## src/rtl/pc_pkg.sv

```systemverilog
`default_nettype none
// ============================================================================
// pc_pkg : shared operation encoding and request priority select for pc_unit
// Rev 1.0
// ============================================================================
package pc_pkg;

    typedef enum logic [2:0] {
        PC_HOLD = 3'd0,
        PC_INC  = 3'd1,
        PC_JUMP = 3'd2,
        PC_CALL = 3'd3,
        PC_RET  = 3'd4
    } pc_op_t;

    // Reset is handled by the register itself; this resolves the remaining requests.
    function automatic pc_op_t pc_select_op(
        input logic stall,
        input logic ret,
        input logic call,
        input logic jump
    );
        if (stall)     return PC_HOLD;
        else if (ret)  return PC_RET;
        else if (call) return PC_CALL;
        else if (jump) return PC_JUMP;
        else           return PC_INC;
    endfunction

endpackage : pc_pkg
`default_nettype wire

```

## src/rtl/pc_unit_ret_stack.sv

```systemverilog
`default_nettype none
// ============================================================================
// ret_stack : LIFO of return addresses; push-when-full / pop-when-empty ignored
// Rev 1.0
// ============================================================================
module ret_stack #(
    parameter int WIDTH = 8,
    parameter int DEPTH = 4
) (
    input  logic                           clk,
    input  logic                           reset,
    input  logic                           push,
    input  logic                           pop,
    input  logic [WIDTH-1:0]               din,
    output logic [WIDTH-1:0]               dout,
    output logic [$clog2(DEPTH+1)-1:0]     count,
    output logic                           full,
    output logic                           empty
);

    localparam int CW = $clog2(DEPTH + 1);
    localparam int AW = (DEPTH > 1) ? $clog2(DEPTH) : 1;

    logic [WIDTH-1:0] mem_q [0:DEPTH-1];
    logic [CW-1:0]    count_q;
    logic [CW-1:0]    count_d;
    logic [AW-1:0]    w_top_idx;
    logic             w_do_push;
    logic             w_do_pop;

    assign full      = (count_q == CW'(DEPTH));
    assign empty     = (count_q == '0);
    assign w_do_pop  = pop && !empty;
    assign w_do_push = push && !full && !w_do_pop;
    // Clamp the top index to 0 when empty so the read never leaves the array.
    assign w_top_idx = empty ? '0 : AW'(count_q - CW'(1));
    assign dout      = mem_q[w_top_idx];
    assign count     = count_q;

    always_comb begin
        count_d = count_q;
        if (w_do_pop)
            count_d = count_q - CW'(1);
        else if (w_do_push)
            count_d = count_q + CW'(1);
    end

    always_ff @(posedge clk) begin
        if (reset)
            count_q <= '0;
        else
            count_q <= count_d;
    end

    always_ff @(posedge clk) begin
        if (w_do_push)
            mem_q[count_q[AW-1:0]] <= din;
    end

endmodule : ret_stack
`default_nettype wire

```

## src/rtl/pc_unit.sv

```systemverilog
`default_nettype none
// ============================================================================
// pc_unit : fetch-stage program counter with stall, jump, call and return
// Rev 1.0
// ============================================================================
module pc_unit
    import pc_pkg::*;
#(
    parameter int                      WIDTH       = 8,
    parameter logic [WIDTH-1:0]        RESET_VEC   = '0,
    parameter int                      STACK_DEPTH = 4
) (
    input  logic                               clk,
    input  logic                               reset,
    input  logic                               stall,
    input  logic                               jump,
    input  logic                               call,
    input  logic                               ret,
    input  logic [WIDTH-1:0]                   target,
    output logic [WIDTH-1:0]                   pc,
    output logic [WIDTH-1:0]                   pc_next,
    output logic [$clog2(STACK_DEPTH+1)-1:0]   sp_count,
    output logic                               stack_full,
    output logic                               stack_empty,
    output logic                               overflow_err,
    output logic                               underflow_err
);

    pc_op_t           w_op;
    logic [WIDTH-1:0] pc_q;
    logic [WIDTH-1:0] pc_d;
    logic             ovf_q;
    logic             ovf_d;
    logic             unf_q;
    logic             unf_d;
    logic [WIDTH-1:0] w_stk_dout;
    logic             w_stk_full;
    logic             w_stk_empty;

    assign w_op    = pc_select_op(stall, ret, call, jump);
    assign pc_next = pc_q + WIDTH'(1);

    always_comb begin
        pc_d  = pc_q;
        ovf_d = ovf_q;
        unf_d = unf_q;
        case (w_op)
            PC_INC:  pc_d = pc_next;
            PC_JUMP: pc_d = target;
            PC_CALL: begin
                pc_d = target;
                if (w_stk_full)
                    ovf_d = 1'b1;
            end
            PC_RET: begin
                // An empty-stack return behaves like a plain increment plus the flag.
                if (w_stk_empty) begin
                    unf_d = 1'b1;
                    pc_d  = pc_next;
                end else begin
                    pc_d  = w_stk_dout;
                end
            end
            default: pc_d = pc_q;
        endcase
    end

    always_ff @(posedge clk) begin
        if (reset) begin
            pc_q  <= RESET_VEC;
            ovf_q <= 1'b0;
            unf_q <= 1'b0;
        end else begin
            pc_q  <= pc_d;
            ovf_q <= ovf_d;
            unf_q <= unf_d;
        end
    end

    ret_stack #(
        .WIDTH (WIDTH),
        .DEPTH (STACK_DEPTH)
    ) u_ret_stack (
        .clk   (clk),
        .reset (reset),
        .push  (w_op == PC_CALL),
        .pop   (w_op == PC_RET),
        .din   (pc_next),
        .dout  (w_stk_dout),
        .count (sp_count),
        .full  (w_stk_full),
        .empty (w_stk_empty)
    );

    assign pc            = pc_q;
    assign stack_full    = w_stk_full;
    assign stack_empty   = w_stk_empty;
    assign overflow_err  = ovf_q;
    assign underflow_err = unf_q;

endmodule : pc_unit
`default_nettype wire

```

## config.mk

```make
export PLATFORM = sky130hd
export DESIGN_NAME = pc_unit
export DESIGN_NICKNAME = d
export VERILOG_FILES = /design/src/rtl/pc_pkg.sv /design/src/rtl/pc_unit_ret_stack.sv /design/src/rtl/pc_unit.sv
export SDC_FILE = /design/constraint.sdc
export NUM_CORES = 1
export LEC_CHECK = 0
export CAP_MARGIN = 20
export CORE_UTILIZATION = 54
export DETAILED_ROUTE_END_ITERATION = 12
export PLACE_DENSITY = 0.78
export SYNTH_ARGS = -nofsm -noshare
export SYNTH_HDL_FRONTEND = slang
export SYNTH_HIERARCHICAL = 1
export SYNTH_SLANG_ARGS = --single-unit
```

## constraint.sdc

```tcl
create_clock -name clk -period 3.8 [get_ports clk]
set_input_delay 0.57 -clock clk [delete_from_list [all_inputs] [get_ports clk]]
set_output_delay 0.57 -clock clk [all_outputs]
set_load 0.02 [all_outputs]
```

==> run summary <==
H-tree Lvls: 2
CP startpoint: u_ret_stack/count[0]$_SDFFE_PP0P_
TritonCTS Buffers: 5
clk buf depth: 2
sequential fraction of the synthesis area: 55.77%
vias per cell: 5.934
HPWL after detailed placement: 3.662 mm
PD cells: 441.0 nW/um^2
TritonCTS clock tree: done
Pins Over Slew Limit: 0
Unique masters post-synth: 39
post-CTS setup buffers: 0
Clock Pin Slew Worst Setup and Hold Paths: 0.08 ns
Port Buf Inserts: 36
share of layout cells above drive strength 1: 6.222%
endpoint class of the critical path: primary output
Top FF cell, synth: edfxtp_1
Antenna Cells: 0
Pre-antenna DRT Iters: 4
RR Endpoint: pc[6]$_SDFFE_PP0P_
CTS root buf: clkbuf_8
vias: 1620
Hold Crit Class: register to register
Mapped Area: 2190 um^2
Slew HR: 54.04%
number of synthesized register bits: 45
final RePlAce weighted congestion: 0.9035
hold_buf cts: 0
Crit Path Class: register to primary output
Area Growth Syn to Fin: 22.29%
DRT Wirelength: 5.002 mm
YS warnings: 6
initial antenna violation count: 0
TritonCTS Sinks: 45
outcome: finished clean
die width: 65.68 um
R2R Path Start: u_ret_stack/count[0]$_SDFFE_PP0P_
Final min period: 2.887 ns
final layout net count: 246
R2R setup slack: 1.16 ns
Detailed Route Iter0 Violations: 100
Critical Path Fanout Max: 17
skew final: 0.006225 ns
RSZ-0062 raised after global routing: false
Synth top cells by count: edfxtp_1, nor2_1, nor3_1, dfxtp_1
Worst Path Arrival: 2.32 ns
post_cts resized: 0
io pins: 37
Synth async-reset ratio: 0%
R2R cell count: 8
vias in the first global route: 1656
syn avg cell area: 11.71 um^2
largest net degree at the start of global routing: 23
synthesized netlist cell count: 187
end of the critical path: stack_empty
leakage power: 0.9025 nW
antenna viol nets, final: 0
wire per inst: 18.32 um
setup_tns: 0 ns
Post-synth EDFFs: 32
fin crit share: 75.97%
total power: 1.181 mW
top post-synthesis cells by area: edfxtp_1, dfxtp_1, mux2i_1
post-synth top area share: 43.89%
die height: 65.68 um
# setup viols final: 0
final hold violations: 0
most frequent cell after synthesis: edfxtp_1
clk_lat worst skew: 0.30 ns
# rows: 22
total global routing overflow: 0
Max Clock Freq: 346.4 MHz
startpoint class of the critical path: register
die area: 4313 um^2
cell taking the most area after synthesis: edfxtp_1
DR DRC count: 0
Worst VDD drop: 0.0002505 V
core area: 3771 um^2
Critical Path RT: 3.23 ns
Initial Util: 58.06%
GRT Resource Usage Total: 26.77%
actual slew at the worst max-slew pin: 0.6841 ns
max cap viols: 0
Post-Syn Nets: 208
first-pass GRT wire length: 8.300 mm
[routing by layer]
metal  GRT usage, %  vias up  wire length (um)
li1               -      783                 -
met1          34.40      761              2093
met2          44.77       69              2464
met3          5.729        7               372
met4          8.424        0                72
met5              0        -                 0
[where the power goes]
group          switching [mW]  internal (mW)  leakage [nW]
combinational           0.161          0.110         0.448
sequential             0.0167          0.548         0.401
clock                   0.154          0.191        0.0540
total                   0.331          0.849         0.903
[area by class of cell]
type / instances / area, um^2
Clock buffer: 5 / 68.82
Sequential cell: 45 / 1221
Timing Repair Buffer: 38 / 375.4
Tap cell: 48 / 60.06
Multi-Input combinational cell: 126 / 883.3
Fill cell: 264 / 1094
Clock inverter: 2 / 35.03
Inverter: 9 / 33.78
[kinds of logic after synthesis]
family          Yosys count  share of synthesized area (%)
mux                       9                          4.114
compound gates           41                          14.00
simple gates             63                          15.83
buf+inv                  16                          3.886
xor+xnor                  6                          2.400
fa+ha+maj                 7                          4.000
flops                    45                          55.77
[stage by stage]
| step | hold slack, ns | instances | util [%] | setup slack [ns] | instance area (um^2) |
|---|---|---|---|---|---|
| floorplan | 0.5705 | 187 | - | 1.213 | 2190 |
| global placement | 0.4672 | 266 | 68.25 | 1.204 | 2574 |
| detailed placement | 0.4631 | 266 | 68.25 | 1.179 | 2574 |
| CTS | 0.4855 | 273 | 71.00 | 0.9137 | 2678 |
| global route | 0.5167 | 273 | 71.00 | 0.7725 | 2678 |
| finish | 0.4782 | 273 | 71.00 | 0.9131 | 2678 |
[worst max-delay path, cell delays in order, from the launching register on]
cell and delay, ns:
dfxtp_1 0.32, inv_1 0.12, ha_1 0.23, ha_1 0.62, clkdlybuf4s50_1 0.73
[flip-flops by register name, indices dropped and copies added, names as in the netlist]
name               count
underflow_err          1
pc                     8
overflow_err           1
u_ret_stack/mem_q     32
u_ret_stack/count      3
[how the worst min path moves through the flow]
stage,endpoint,from,depth (start not counted),slack [ns]
floorplan,overflow_err$_SDFFE_PP0P_,overflow_err$_SDFFE_PP0P_,2,0.57
global route,underflow_err$_SDFFE_PP0P_,underflow_err$_SDFFE_PP0P_,2,0.52
CTS,underflow_err$_SDFFE_PP0P_,underflow_err$_SDFFE_PP0P_,2,0.49
global placement,underflow_err$_SDFFE_PP0P_,underflow_err$_SDFFE_PP0P_,2,0.47
finish,underflow_err$_SDFFE_PP0P_,underflow_err$_SDFFE_PP0P_,2,0.48
detailed placement,underflow_err$_SDFFE_PP0P_,underflow_err$_SDFFE_PP0P_,2,0.46
[cells in the final DEF, fill, tap and decap left out, types with 2 or more instances in the layout]
| master | count |
|---|---|
| a2111oi_1 | 2 |
| a211oi_1 | 9 |
| a21o_1 | 4 |
| a21oi_1 | 8 |
| a221oi_1 | 9 |
| and2_1 | 4 |
| and2b_1 | 2 |
| buf_4 | 2 |
| clkbuf_8 | 5 |
| clkdlybuf4s50_1 | 36 |
| dfxtp_1 | 13 |
| edfxtp_1 | 32 |
| ha_1 | 7 |
| inv_1 | 9 |
| mux2i_1 | 9 |
| nand2_1 | 5 |
| nand2b_1 | 4 |
| nand3_1 | 2 |
| nor2_1 | 15 |
| nor2b_1 | 4 |
| nor3_1 | 15 |
| nor4b_1 | 4 |
| o21ai_0 | 3 |
| xnor2_1 | 5 |
Note: power is estimated with default switching activity, not from simulation.
